===== src/rtl/dat.vh =====
// rtl/dat.vh - VRAM address increments and palette window base shared by the PPU VRAM block.
`ifndef PPUVRAM_DAT_VH
`define PPUVRAM_DAT_VH
localparam logic [14:0] VINC_ACROSS = 15'd1;
localparam logic [14:0] VINC_DOWN   = 15'd32;
localparam logic [5:0]  PAL_BASE    = 6'h3F;
`endif


===== src/rtl/ppuvram_pkg.sv =====
// rtl/ppuvram_pkg.sv - shared types, constants and palette mirror mapping for ppuvram.
package ppuvram_pkg;
`include "dat.vh"

   typedef enum logic {
      VS_IDLE = 1'b0,
      VS_REQ  = 1'b1
   } vstate_t;

   typedef struct packed {
      logic        valid;
      logic        wr;
      logic [13:0] addr;
      logic [7:0]  wdata;
   } vacc_t;

   // Entries $10/$14/$18/$1C alias the background entries $00/$04/$08/$0C.
   function automatic logic [4:0] pal_map(input logic [4:0] i);
      pal_map = (i[1:0] == 2'b00) ? {1'b0, i[3:0]} : i;
   endfunction
endpackage


===== src/rtl/palram.sv =====
// rtl/palram.sv - 32x6 palette RAM, mirrored addressing, one write and two combinational reads.
module palram
   import ppuvram_pkg::*;
(
   input  logic       clk,
   input  logic       we,
   input  logic [4:0] waddr,
   input  logic [5:0] wdata,
   input  logic [4:0] raddr_a,
   output logic [5:0] rdata_a,
   input  logic [4:0] raddr_b,
   output logic [5:0] rdata_b
);
   logic [5:0] mem_q [0:31];

   always_ff @(posedge clk) begin
      if (we) begin
         mem_q[pal_map(waddr)] <= wdata;
      end
   end

   assign rdata_a = mem_q[pal_map(raddr_a)];
   assign rdata_b = mem_q[pal_map(raddr_b)];
endmodule


===== src/rtl/ppuvram.sv =====
// rtl/ppuvram.sv - loopy t/v/x scroll registers, $2007 read buffer, palette RAM and VRAM port FSM.
module ppuvram
   import ppuvram_pkg::*;
(
   input  logic        clk,
   input  logic        reset,
   input  logic        tick,
   input  logic [7:0]  regwdata,
   input  logic        wr2000,
   input  logic        wr20051,
   input  logic        wr20052,
   input  logic        wr20061,
   input  logic        wr20062,
   input  logic        wr2007,
   input  logic        rd2007,
   input  logic [7:0]  ppuctrl,
   input  logic        rendering,
   input  logic        incx,
   input  logic        incy,
   input  logic        copyx,
   input  logic        copyy,
   input  logic [4:0]  palidx,
   output logic [5:0]  paldata,
   output logic [14:0] vaddr,
   output logic [2:0]  finex,
   output logic [7:0]  ppudata,
   output logic        upalacc,
   output logic [5:0]  upaldata,
   output logic [13:0] vramaddr,
   output logic [7:0]  vramwdata,
   output logic        vramwr,
   output logic        vramreq,
   input  logic        vramack,
   input  logic [7:0]  vramrdata
);
   logic [14:0] t_q, t_d, v_q, v_d, inc;
   logic [2:0]  x_q, x_d;
   logic [7:0]  ppudata_q, ppudata_d;
   logic [13:0] vramaddr_q, vramaddr_d;
   logic [7:0]  vramwdata_q, vramwdata_d;
   logic        vramwr_q, vramwr_d, vramreq_q, vramreq_d;
   vstate_t     state_q, state_d;
   vacc_t       pend_q, pend_d, new_acc;
   logic        cpu_acc, pal_we;
   logic        unused_ctrl;

   assign unused_ctrl = ^{ppuctrl[7:3], ppuctrl[1:0]};

   assign upalacc   = (v_q[13:8] == PAL_BASE);
   assign inc       = ppuctrl[2] ? VINC_DOWN : VINC_ACROSS;
   assign cpu_acc   = tick & (wr2007 | rd2007);
   assign pal_we    = tick & wr2007 & ~rendering & upalacc;
   assign vaddr     = v_q;
   assign finex     = x_q;
   assign ppudata   = ppudata_q;
   assign vramaddr  = vramaddr_q;
   assign vramwdata = vramwdata_q;
   assign vramwr    = vramwr_q;
   assign vramreq   = vramreq_q;

   palram u_palram (
      .clk     (clk),
      .we      (pal_we),
      .waddr   (v_q[4:0]),
      .wdata   (regwdata[5:0]),
      .raddr_a (palidx),
      .rdata_a (paldata),
      .raddr_b (v_q[4:0]),
      .rdata_b (upaldata)
   );

   always_comb begin
      t_d = t_q;
      x_d = x_q;
      if (tick) begin
         if (wr2000) t_d[11:10] = regwdata[1:0];
         if (wr20051) begin
            t_d[4:0] = regwdata[7:3];
            x_d      = regwdata[2:0];
         end
         if (wr20052) begin
            t_d[14:12] = regwdata[2:0];
            t_d[9:5]   = regwdata[7:3];
         end
         if (wr20061) begin
            t_d[13:8] = regwdata[5:0];
            t_d[14]   = 1'b0;
         end
         if (wr20062) t_d[7:0] = regwdata;
      end
   end

   // Increments first, then copies overwrite only their own fields, then a $2006 reload wins outright.
   always_comb begin
      v_d = v_q;
      if (cpu_acc && !rendering) v_d = v_q + inc;
      if (tick && rendering) begin
         if (incx || cpu_acc) {v_d[10], v_d[4:0]} = {v_q[10], v_q[4:0]} + 6'd1;
         if (incy || cpu_acc) begin
            if (v_q[14:12] != 3'd7) begin
               v_d[14:12] = v_q[14:12] + 3'd1;
            end else begin
               v_d[14:12] = 3'd0;
               if (v_q[9:5] == 5'd29) begin
                  v_d[9:5] = 5'd0;
                  v_d[11]  = ~v_q[11];
               end else if (v_q[9:5] == 5'd31) begin
                  v_d[9:5] = 5'd0;
               end else begin
                  v_d[9:5] = v_q[9:5] + 5'd1;
               end
            end
         end
         if (copyx) begin
            v_d[10]  = t_q[10];
            v_d[4:0] = t_q[4:0];
         end
         if (copyy) begin
            v_d[14:11] = t_q[14:11];
            v_d[9:5]   = t_q[9:5];
         end
      end
      if (tick && wr20062) v_d = t_d;
   end

   always_comb begin
      new_acc.valid = tick & ~rendering & ((wr2007 & ~upalacc) | (rd2007 & ~wr2007));
      new_acc.wr    = wr2007;
      new_acc.addr  = (!wr2007 && upalacc) ? (v_q[13:0] & 14'h2FFF) : v_q[13:0];
      new_acc.wdata = regwdata;
   end

   always_comb begin
      state_d     = state_q;
      vramreq_d   = vramreq_q;
      vramwr_d    = vramwr_q;
      vramaddr_d  = vramaddr_q;
      vramwdata_d = vramwdata_q;
      pend_d      = pend_q;
      ppudata_d   = ppudata_q;
      case (state_q)
         VS_IDLE: begin
            if (pend_q.valid) begin
               state_d     = VS_REQ;
               vramreq_d   = 1'b1;
               vramwr_d    = pend_q.wr;
               vramaddr_d  = pend_q.addr;
               vramwdata_d = pend_q.wdata;
               pend_d      = new_acc;
            end else if (new_acc.valid) begin
               state_d     = VS_REQ;
               vramreq_d   = 1'b1;
               vramwr_d    = new_acc.wr;
               vramaddr_d  = new_acc.addr;
               vramwdata_d = new_acc.wdata;
            end
         end
         VS_REQ: begin
            if (new_acc.valid && !pend_q.valid) pend_d = new_acc;
            if (vramack) begin
               state_d   = VS_IDLE;
               vramreq_d = 1'b0;
               if (!vramwr_q) ppudata_d = vramrdata;
            end
         end
         default: state_d = VS_IDLE;
      endcase
   end

   always_ff @(posedge clk or posedge reset) begin
      if (reset) begin
         t_q         <= '0;
         v_q         <= '0;
         x_q         <= '0;
         ppudata_q   <= '0;
         vramaddr_q  <= '0;
         vramwdata_q <= '0;
         vramwr_q    <= 1'b0;
         vramreq_q   <= 1'b0;
         state_q     <= VS_IDLE;
         pend_q      <= '0;
      end else begin
         t_q         <= t_d;
         v_q         <= v_d;
         x_q         <= x_d;
         ppudata_q   <= ppudata_d;
         vramaddr_q  <= vramaddr_d;
         vramwdata_q <= vramwdata_d;
         vramwr_q    <= vramwr_d;
         vramreq_q   <= vramreq_d;
         state_q     <= state_d;
         pend_q      <= pend_d;
      end
   end
endmodule


===== config.mk =====
export PLATFORM = sky130hd
export DESIGN_NAME = ppuvram
export DESIGN_NICKNAME = d
export VERILOG_FILES = /design/src/rtl/ppuvram_pkg.sv /design/src/rtl/palram.sv /design/src/rtl/ppuvram.sv
export VERILOG_INCLUDE_DIRS = /design/src /design/src/rtl
export SDC_FILE = /design/constraint.sdc
export NUM_CORES = 1
export LEC_CHECK = 0
export ABC_CLOCK_PERIOD_IN_PS = 3600
export BUFFER_PORTS_ARGS = -buffer_cell sky130_fd_sc_hd__clkbuf_2
export CAP_MARGIN = 20
export CORE_ASPECT_RATIO = 1.25
export CORE_UTILIZATION = 53
export CTS_CLUSTER_SIZE = 8
export DETAILED_ROUTE_END_ITERATION = 8
export GPL_TIMING_DRIVEN = 0
export PLACE_DENSITY = 0.72
export SETUP_SLACK_MARGIN = 0.5
export SLEW_MARGIN = 20
export SYNTH_ARGS = -nofsm -noshare
export SYNTH_HDL_FRONTEND = slang
export SYNTH_SLANG_ARGS = --single-unit
export TNS_END_PERCENT = 50

===== constraint.sdc =====
create_clock -name clk -period 3.6 [get_ports clk]
set_input_delay 0.18 -clock clk [delete_from_list [all_inputs] [get_ports clk]]
set_output_delay 0.18 -clock clk [all_outputs]
set_load 0.01 [all_outputs]

==> results of run 1 <==
==> metal layers <==
metal,up-vias,track usage [%],wire [um]
met4,0,15.8,2140
met2,607,53.4,20400
met1,4960,36.0,14300
li1,4353,-,-
met3,125,6.06,3490
met5,-,0,0
==> flip-flops by register name (all words and copies together), names as in the netlist <==
name            count
finex               3
u_palram.mem_q    192
t_q                15
ppudata             8
pend_q             24
vaddr              15
state_q             1
vramwdata           8
vramreq             1
vramaddr           14
vramwr              1
==> synthesized netlist by cell type, types with 3 or more instances <==
cell	instances
o21a_1	5
o2111ai_1	5
xnor2_1	6
o21ai_0	47
nand3_1	19
nand2b_1	3
mux4_2	73
inv_1	13
clkbuf_1	34
nand2_1	82
o211ai_1	5
a22o_1	20
a221oi_1	11
a211oi_1	5
ha_1	12
o22ai_1	6
dfrtp_1	90
buf_1	5
a31oi_1	3
a22oi_1	25
mux2_4	19
nor2_1	69
buf_2	28
a31o_2	4
mux2i_1	47
mux2_2	18
buf_4	6
nand3b_1	15
buf_6	6
nor2b_1	9
a21oi_1	57
xor2_1	3
or3_1	3
o2bb2ai_1	3
nor3_1	16
and2_1	6
nand4_1	11
edfxtp_1	192
and3_1	5
or2_2	3
a211o_1	7
==> area by class of cell <==
class | instances | area, um2 | share of cell area (%)
Buffer | 79 | 482 | 2.92
Inverter | 13 | 53.8 | 0.326
Sequential cell | 282 | 8020 | 48.6
Multi-Input combinational cell | 680 | 5750 | 34.9
Clock buffer | 50 | 1080 | 6.55
Timing Repair Buffer | 111 | 661 | 4.00
Clock inverter | 2 | 23.8 | 0.144
Tap cell | 340 | 425 | 2.58
==> how the worst max path moves through the flow <==
stage	startpoint	end	slack, ns
after detailed placement	vaddr[0]$_DFF_PP0_	upaldata[1]	-0.33
after CTS	vaddr[0]$_DFF_PP0_	upaldata[4]	0.51
after global placement	vaddr[0]$_DFF_PP0_	upaldata[1]	-0.33
after floorplan	vaddr[0]$_DFF_PP0_	upaldata[0]	0.73
after global routing	vaddr[3]$_DFF_PP0_	upaldata[2]	0.47
final	vaddr[0]$_DFF_PP0_	upaldata[1]	0.48
==> metrics by stage <==
stage / area, um2 / total power, mW / hold slack, ns
final: 16500 / 10.3 / 0.0900
after detailed placement: 15100 / 6.82 / 0.135
after CTS: 16500 / 10.3 / 0.0744
after floorplan: 14100 / 5.90 / 0.269
after global placement: 15000 / 6.77 / 0.393
after global routing: 16500 / 10.7 / 0.0736
==> cells by family (layout without fill, tap and decap cells) <==
| family | count (synthesis) | in the layout | share of synthesized area, % |
|---|---|---|---|
| AO/OA/AOI/OAI | 225 | 225 | 10.9 |
| XOR/XNOR | 9 | 9 | 0.561 |
| adder cells (fa/ha/maj) | 12 | 12 | 1.07 |
| buffers and inverters | 92 | 255 | 3.19 |
| flip-flops | 282 | 282 | 57.0 |
| multiplexers | 158 | 158 | 18.7 |
| other | 1 | 24 | 0.0267 |
| AND/OR/NAND/NOR | 252 | 252 | 8.57 |
==> timing repair <==
| item | in CTS | in global routing |
|---|---|---|
| gates resized for setup | 38 | 8 |
| endpoints found under the hold margin | 100 | 0 |
| hold buffers | 10 | 0 |
| pin swaps | 0 | 0 |
| setup endpoints to repair | 150 | 12 |
| setup buffers | 8 | 0 |
==> critical path, delay by kind of cell, from the launching register on <==
family                   cells  cell delay [ns]
buffers and inverters        7             0.99
AND/OR/NAND/NOR              2             0.33
adder cells (fa/ha/maj)      1             0.18
AO/OA/AOI/OAI                3             0.49
flip-flops                   1             0.43
==> power breakdown <==
group          leakage (nW)  switching, mW  internal [mW]
clock                 0.534           1.32           2.07
sequential             2.80          0.270           3.89
combinational          2.79           1.51           1.26
==> results.md, run 1 <==
- Initial antenna violation count: 0
- Area delta synth->final: 17.4%
- Largest area contributor in the netlist: edfxtp_1
- Worst path max stage delay: 0.43 ns
- Placed cells: 1,487
- Critical path type: register to primary output
- RSZ-0062 raised after global routing: yes
- Pre-Repair DR Iteration Count: 5
- Pins over their slew limit: 0
- Fraction of layout cells with a size suffix above 1: 27.2%
- Final net count: 1,265
- Worst-Skew Late Latency: 0.52 ns
- Post-Route WL: 40,300 um
- Most common cell after layout, fill and taps aside: edfxtp_1
- Dpl ws: -0.329 ns
- Count of flip-flops with a built-in enable after synthesis: 192
- CP max FO: 10
- Setup slack, reg-to-reg: 0.67 ns
- TritonCTS clock tree: yes
- Final worst-path cycle share: 86.7%
- Tmin final: 3.12 ns
- Ys flop type: edfxtp_1
- Setup TNS: 0 ns
- Pwr dens: 626 nW/um2
- Fillers: 1,952
- Site Rows: 66
- Vias in the first global route: 10,300
- Max-slew headroom: 31.1%
- Post-synth top area share: 41.0%
- Clk root buf: clkbuf_16
- Vias/cell: 6.45
- Status: finished, final reports clean
- Initial Util: 54.0%
- Max cap viols: 0
- Worst-Margin Slew: 1.03 ns
- Reg clk slew, reported paths: 0.05 ns
- H-tree lvl count: 2
- PnR worst setup slack: 0.479 ns
- Flops & latches, synth: 282
- Skew final: 0.0184 ns
- Ys async rst share: 31.9%
- Crit path required time: 3.42 ns
- Critical Path AT: 2.94 ns
- CP max stage cell: dfrtp_2
- Critical R2R Launch: vaddr[10]$_DFF_PP0_
- R2R depth: 6
- RR Endpoint: u_palram.mem_q[29][2]$_DFFE_PP_
- Final ANT Viol Nets: 0
- Hold EP: pend_q[6]$_DFFE_PP0P_
- Max VDD drop: 0.000531 V
- Warning count from the yosys run: 0
- Synth Instances: 1,031
- Final hold violations: 0
- Area of the core: 26,000 um2
- Syn_area_per_cell: 13.6 um2
- Most frequent CP cell: buf_12
- Clock Path Buffers: 3
- Leak Pwr: 6.12 nW
- Die area: 27,200 um2
- Final core utilization: 63.4%
- Die height: 184 um
- Total GRT Usage: 30.7%
- Placer Congestion: 1.08
- Sequential fraction of the synthesis area: 57.0%
- Vias after detailed routing: 10,000
- Synth top area cells: edfxtp_1 41%, dfrtp_1 16%, mux4_2 12%
- Cts bufs inserted: 41
- Min-delay worst type: primary input to register
- First-pass GRT wire length: 61,300 um
- Pin count of the biggest net entering global routing: 70
- DRC Markers: 0
- Final setup violation count: 0
- WL/cell: 25.9 um
- Most frequent cells in the layout: 192 x edfxtp_1, 94 x clkbuf_2, 88 x dfrtp_1, 82 x nand2_1, 73 x mux4_2
- DPL Wire Length: 28,000 um
- Crit. End Element: primary output
- Top-level I/O count: 108
- DIE WIDTH: 148 um
- Max Clock Freq: 0.320 GHz
- Hold Path Origin: regwdata[6]
- Finished Layout Cells: 1,557
- Grt ovf: 0
- Inserted Diodes: 0
- Post-synth cell types: 73
- Nature of the critical path startpoint: register
- DRT iter0 DRCs: 998
- Hold depth: 2
- Mapped Area: 14,100 um2
- Crit path cell chain: buf_12 -> buf_12 -> buf_12 -> inv_1 -> ha_4 -> nor2b_4 -> clkbuf_8 -> buf_12 -> nor3b_1 -> a31oi_1 -> o21ai_1 -> a221o_1 -> clkbuf_2
- # clock sinks: 282
- IO buf count: 92
No activity file was read; power rests on OpenSTA's default activity.
==> run 2, diff against run 1 <==
ABC_CLOCK_PERIOD_IN_PS = 3800   (was 3600)
SETUP_SLACK_MARGIN = 0.2   (was 0.5)
clock period = 3.8 ns   (was 3.6 ns; I/O delays follow)
==> run 2 against run 1 <==
Cell count fell by 0.39%. Largest power group unchanged. Highest routed layer unchanged. Sequential share of layout area rose by 0.46 points. Via count fell by 1.1%. Routed wire length fell by 0.74%. Setup slack got worse by 0.16 ns. Critical path depth fell by 3.
==> results.md, run 2 (synthesis results as in run 1) <==
- DPL Wire Length: 28,000 um
- Vias in the first global route: 10,200
- Fraction of layout cells with a size suffix above 1: 25.9%
- Pin count of the biggest net entering global routing: 70
- Total Power: 9.69 mW
- Crit. End Element: primary output
- Area delta synth->final: 16.2%
- Grt ovf: 0
- Clock Path Buffers: 3
- CP max stage cell: dfrtp_1
- Pwr dens: 593 nW/um2
- Max VDD drop: 0.000504 V
- Skew final: 0.0170 ns
- # clock sinks: 282
- Most common cell after layout, fill and taps aside: edfxtp_1
- Post-Route WL: 40,000 um
- Final core utilization: 62.8%
- Max cap viols: 0
- Clock Power Share: 33.1%
- Tmin final: 3.48 ns
- Initial antenna violation count: 0
- Status: finished, final reports clean
- CP max FO: 10
- Vias/cell: 6.40
- CP Buf/Inv Count: 5
- Pre-Repair DR Iteration Count: 5
- Max FFs per register: 192
- Top-level I/O count: 108
- H-tree lvl count: 2
- IO buf count: 92
- Max-slew headroom: 29.6%
- Final worst-path cycle share: 91.6%
- Leak Pwr: 6.05 nW
- Worst path max stage delay: 0.46 ns
- Max Clock Freq: 0.287 GHz
- First-pass GRT wire length: 60,700 um
- Sw power: 2.90 mW
- RSZ-0062 raised after global routing: no
- Most frequent cells in the layout: 192 x edfxtp_1, 94 x clkbuf_2, 89 x dfrtp_1, 82 x nand2_1, 73 x mux4_2
- Comb pwr share: 26.2%
- Worst-Margin Slew: 1.06 ns
- Final hold violations: 0
- Die height: 184 um
- Largest Register: u_palram.mem_q
- Cts bufs inserted: 41
- Area of the core: 26,000 um2
- Min-delay worst type: primary input to register
- WL/cell: 25.8 um
- Biggest regs: u_palram.mem_q: 192 flops, pend_q: 24 flops
- Placer Congestion: 1.08
- Crit path required time: 3.61 ns
- Int Power: 6.79 mW
- Vias after detailed routing: 9,931
- DIE WIDTH: 148 um
- Die area: 27,200 um2
- Final net count: 1,259
- Final setup violation count: 0
- Crit path cell chain: buf_4 -> buf_4 -> inv_1 -> ha_1 -> nand2b_2 -> and2_1 -> clkbuf_1 -> a22oi_1 -> o2111ai_1 -> clkbuf_2
- TritonCTS clock tree: yes
- Worst-Skew Late Latency: 0.52 ns
- Site Rows: 66
- Clk root buf: clkbuf_16
- Final ANT Viol Nets: 0
- Inserted Diodes: 0
- Switching part of the total: 29.9%
- Most frequent CP cell: buf_4
- Pins over their slew limit: 0
- DRT iter0 DRCs: 860
- Top delay family on crit path: buffers and inverters
- Total GRT Usage: 30.4%
- Reg clk slew, reported paths: 0.05 ns
- Critical path type: register to primary output
- Initial Util: 54.0%
- DRC Markers: 0
- Seq pwr share: 40.7%
- Critical Path AT: 3.29 ns
- Hold Slack: 0.107 ns
- Nature of the critical path startpoint: register
==> run 2: metrics by stage <==
stage | TNS (ns) | area (um2) | cells | setup slack (ns)
2_1_floorplan | 0 | 14100 | 1054 | 0.915
3_3_place_gp | -0.551 | 15000 | 1486 | -0.142
3_5_place_dp | -0.711 | 15100 | 1487 | -0.139
4_1_cts | 0 | 16300 | 1549 | 0.204
5_1_grt | 0 | 16300 | 1551 | 0.199
6_report | 0 | 16300 | 1551 | 0.318
==> run 2: path summary, 6_finish.rpt <==
path	cells past startpoint	from	endpoint	slack, ns
worst max-delay path	10	vaddr[1]$_DFF_PP0_	upaldata[3]	0.32
worst min-delay path	2	regwdata[6]	pend_q[6]$_DFFE_PP0P_	0.11
worst max register to register	4	vaddr[3]$_DFF_PP0_	u_palram.mem_q[8][2]$_DFFE_PP_	0.68
worst min register to register	1	ppudata[1]$_DFFE_PP0P_	ppudata[1]$_DFFE_PP0P_	0.50
max in group asynchronous	4	reset	vaddr[0]$_DFF_PP0_	2.99
min in group asynchronous	3	reset	vramreq$_DFFE_PP0P_	0.17
==> run 2: cell type report <==
type / count / area, um2
clock inverters: 2 / 23.8
clock buffers: 50 / 1080
multi-input cells: 680 / 5690
repair buffers: 105 / 603
flip-flops and latches: 282 / 8020
well taps: 340 / 425
plain buffers: 79 / 444
fillers: 1977 / 9670
inverters: 13 / 53.8
==> run 2: per-layer routing <==
| layer | global-route usage (%) | vias to the layer above | wire [um] |
|---|---|---|---|
| li1 | - | 4342 | - |
| met1 | 36.2 | 4898 | 14500 |
| met2 | 52.9 | 575 | 20200 |
| met3 | 5.79 | 116 | 3310 |
| met4 | 14.8 | 0 | 2030 |
| met5 | 0 | - | 0 |
==> run 2: power groups by stage <==
stage | clock network [mW] | logic (mW) | registers, mW
after floorplan | 0 | 1.58 | 4.01
after global placement | 0 | 2.44 | 3.97
after detailed placement | 0 | 2.48 | 3.98
after CTS | 3.25 | 2.52 | 3.94
after global routing | 3.37 | 2.71 | 3.98
final | 3.21 | 2.54 | 3.94
==> run 2: what timing repair did <==
action	4_1_cts	5_1_grt
endpoints found under the hold margin	100	0
setup buffers	0	2
endpoints found under the setup margin	78	6
gates resized for setup	15	6
hold buffers	10	0
